==> config.mk <==
export PLATFORM = sky130hd
export DESIGN_NAME = reg_file
export DESIGN_NICKNAME = d
export VERILOG_FILES = /design/src/rtl/mips_pkg.sv /design/src/rtl/reg_file_rd_port.sv /design/src/rtl/reg_file.sv
export SDC_FILE = /design/constraint.sdc
export NUM_CORES = 2
export LEC_CHECK = 0
export BUFFER_PORTS_ARGS = -buffer_cell sky130_fd_sc_hd__clkbuf_2
export CAP_MARGIN = 10
export CORE_ASPECT_RATIO = 0.6
export CORE_MARGIN = 2
export CORE_UTILIZATION = 31
export CTS_CLUSTER_DIAMETER = 120
export DETAILED_ROUTE_END_ITERATION = 10
export GPL_TIMING_DRIVEN = 1
export MAX_ROUTING_LAYER = met4
export SLEW_MARGIN = 25
export SYNTH_ARGS = -nofsm -noshare
export SYNTH_HDL_FRONTEND = slang
export SYNTH_SLANG_ARGS = --single-unit
==> constraint.sdc <==
create_clock -name clk -period 3 [get_ports clk]
set_input_delay 0.6 -clock clk [delete_from_list [all_inputs] [get_ports clk]]
set_output_delay 0.6 -clock clk [all_outputs]
set_load 0.01 [all_outputs]
==> src/rtl/mips_pkg.sv <==
// Shared definitions for the mips core: register-file geometry, named
// architectural registers and the common word/register-number types.
package mips_pkg;

  localparam int REG_ADDR_W = 5;
  localparam int REG_DATA_W = 32;

  typedef logic [REG_ADDR_W-1:0] reg_num_t;
  typedef logic [REG_DATA_W-1:0] word_t;

  localparam reg_num_t REG_ZERO = 5'd0;
  localparam reg_num_t REG_SP   = 5'd29;
  localparam reg_num_t REG_RA   = 5'd31;

endpackage

==> src/rtl/reg_file_rd_port.sv <==
// Combinational read port: selects one register from the array and forces
// the hard-wired zero register to read as 0.
module reg_file_rd_port
  import mips_pkg::*;
#(
  parameter int DATA_W   = REG_DATA_W,
  parameter int NUM_REGS = 32,
  parameter int ADDR_W   = REG_ADDR_W
) (
  input  logic [DATA_W-1:0] regs [NUM_REGS],
  input  logic [ADDR_W-1:0] num,
  output logic [DATA_W-1:0] data
);

  always_comb begin
    data = '0;
    if (num != ADDR_W'(REG_ZERO) && int'(num) < NUM_REGS) begin
      data = regs[num];
    end
  end

endmodule

==> src/rtl/reg_file.sv <==
// General-purpose register file: one synchronous write port, two
// asynchronous read ports, register 0 reads as zero and ignores writes.
module reg_file
  import mips_pkg::*;
#(
  parameter int DATA_W   = REG_DATA_W,
  parameter int NUM_REGS = 32,
  parameter int ADDR_W   = REG_ADDR_W
) (
  input  logic              clk,
  input  logic              reset,
  input  logic              wr_en,
  input  logic [ADDR_W-1:0] wr_num,
  input  logic [DATA_W-1:0] wr_data,
  input  logic [ADDR_W-1:0] rd0_num,
  output logic [DATA_W-1:0] rd0_data,
  input  logic [ADDR_W-1:0] rd1_num,
  output logic [DATA_W-1:0] rd1_data
);

  logic [DATA_W-1:0] regs [NUM_REGS];
  logic              wr_hit;

  // Register 0 is never written, so it stays at its reset value of zero.
  assign wr_hit = wr_en && (wr_num != ADDR_W'(REG_ZERO)) && (int'(wr_num) < NUM_REGS);

  always_ff @(posedge clk) begin
    if (reset) begin
      for (int i = 0; i < NUM_REGS; i++) begin
        regs[i] <= '0;
      end
    end else if (wr_hit) begin
      regs[wr_num] <= wr_data;
    end
  end

  // No write bypass: reads see the array as it stood before the edge.
  reg_file_rd_port #(
    .DATA_W   (DATA_W),
    .NUM_REGS (NUM_REGS),
    .ADDR_W   (ADDR_W)
  ) u_rd0 (
    .regs (regs),
    .num  (rd0_num),
    .data (rd0_data)
  );

  reg_file_rd_port #(
    .DATA_W   (DATA_W),
    .NUM_REGS (NUM_REGS),
    .ADDR_W   (ADDR_W)
  ) u_rd1 (
    .regs (regs),
    .num  (rd1_num),
    .data (rd1_data)
  );

endmodule

==> run metrics <==
outcome=complete, but fails checks; failing checks=negative setup slack; measured slew at the worst slew-check pin=1.17 ns; Post-Layout Cell Count=8330; CORE AREA=0.166 mm^2; detailed router's first-iteration violation count=8019; Initial DRT Pass Iterations=6; critical path class=input port to output port; startpoint types=input port; Core Util, Final=0.391; CTS Buf Count=88; first-pass GRT wire length=328000 um; Top Registers=regs (1024); CP Data Required Time=2.40 ns; Ports=114; Critical Path AT=2.59 ns; clock latency on the worst-skew pair=0.69 ns; CTS Sinks=1024; antenna violations before repair=4; RSZ-0062 raised after global routing=yes; Placed Cells=8069; Reg with most FFs=regs; routability cong.=0.971; Final Worst Setup Slack=-0.190 ns; Initial Utilization=0.311; leakage=21.4 nW; CP Max Fanout=12; H-tree lvl count=3; CTS clk-pin slew, worst paths=0.07 ns; All-Layer GR Usage=0.267; Worst setup EP type=output port; TritonCTS clock tree=yes; placed cell area=0.0581 mm^2; design area=0.0650 mm^2; max FFs per register=1024; Final Hold Vio Count=0; min cycle time layout=3.19 ns; leading cell type in the layout, fill and taps excluded=nand2_1; max-cap violations=0; layout cells sized above 1=0.270; Final Cycle Share=1.06; synth unique cells=41; post-DR vias/cell=6.04; largest net degree at the start of global routing=145; Port Buf Inserts=113; Rows=116; Max Slew Vio Count=0; DRC=0; Final Net Count=6063; clk buf depth=3; commonest non-fill, non-tap cells in the layout=2023 x nand2_1, 1016 x dfxtp_1, 992 x a21oi_1; min-delay worst type=input port to flop; DR vias=50300; Post-Syn Nets=5883; hold_ws=0.207 ns; die width=531 um; synthesis-stage register bit count=1024; setup violators final=35; routed len/inst=27.7 um; Syn Std Cell Area=0.0517 mm^2; VDD IR max=0.421 mV; pwr dens=466 mW/mm^2; DP HPWL=142000 um; vias in the first global route=46600; Layout Skew=0 ns; Pwr Total=30.3 mW; EDFF count, synth=0; Post-Route WL=230000 um; overall die height=320 um; post-synthesis cell count=5833; Syn. warnings=0; Mean Syn Cell Area=8.87 um^2; most common flop cell mapped by yosys=dfxtp_1; Congestion Overflow GR=0; die area=0.170 mm^2; clock root cell=clkbuf_16; post-synthesis async set-or-reset flop share=0; max_slew headroom=0.221; P&R area growth vs syn=25.6%; register area share after synthesis=0.396; Fmax=0.313 GHz; Routed Antenna Nets=0
[kinds of logic after synthesis]
kind of cell / share of synthesized area
multiplexers: 0.239
flip-flops: 0.396
AND/OR/NAND/NOR: 0.166
AO/OA/AOI/OAI: 0.144
buffers and inverters: 0.0555
[report_power, final]
group          internal [mW]  total, mW  switching, mW
sequential              13.7       13.8         0.0834
clock                   6.99       12.7           5.75
combinational           1.52       3.74           2.22
[per-layer routing]
layer | up-vias | global-route usage | part of all wire
met2 | 4159 | 0.355 | 0.40
met1 | 24700 | 0.374 | 0.39
met3 | 674 | 0.0828 | 0.16
met5 | - | - | 0
met4 | 0 | 0.0972 | 0.041
li1 | 20800 | - | -
[final cells by class]
cell class | instances | area (um^2)
Antenna cell | 5 | 12.5
Clock buffer | 125 | 2630
Clock inverter | 35 | 474
Fill cell | 16000 | 101000
Inverter | 2 | 13.8
Multi-Input combinational cell | 4186 | 30400
Sequential cell | 1024 | 20500
Tap cell | 2242 | 2810
Timing Repair Buffer | 711 | 8110
[worst max-delay path, cell delays in order]
cell       delay, ns
buf_12          0.17
buf_16          0.21
buf_4           0.18
buf_4           0.15
mux4_2          0.28
o2111ai_1       0.44
a311oi_2        0.17
buf_4           0.22
buf_8           0.12
[final timing paths]
path / start / end / slack [ns] / cells after the start
setup reg to reg: regs[330]$_SDFFE_PP0P_ / regs[330]$_SDFFE_PP0P_ / 2.25 / 2
setup / recovery: rd1_num[2] / rd1_data[5] / -0.19 / 9
hold reg to reg: regs[783]$_SDFFE_PP0P_ / regs[783]$_SDFFE_PP0P_ / 0.47 / 2
hold / removal: reset / regs[318]$_SDFFE_PP0P_ / 0.21 / 2
[cells in the mapped netlist (7+ instances only)]
cell type	instances	area, um^2
nor2_1	27	101
mux2i_1	192	1920
dfxtp_1	1024	20500
nor2b_1	71	444
a221oi_1	45	394
mux4_2	448	10100
a221o_1	32	320
clkbuf_1	388	1460
a21oi_1	992	4960
buf_1	37	139
buf_6	16	180
buf_2	131	656
mux2_2	32	360
a22oi_1	64	480
a311oi_1	32	280
o2111ai_1	19	166
o21ai_1	26	130
nand2_1	2048	7690
a211oi_1	32	240
and2_1	7	43.8
buf_4	44	330
o21ai_0	51	255
a31oi_1	32	200
[through the flow]
stage	setup slack (ns)	setup TNS [ns]
after global routing	-0.204	-3.82
after global placement	-0.616	-14.26
after CTS	-0.179	-3.28
after floorplan	0.339	0
final	-0.190	-3.27
after detailed placement	-0.652	-14.62
[what timing repair did]
item	in CTS	in global routing
pin swaps	28	40
setup buffers	58	35
gates cloned	16	8
resized for setup	297	205
setup endpoints to repair	64	61
hold buffers	0	0
No activity file was read; power rests on OpenSTA's default activity.
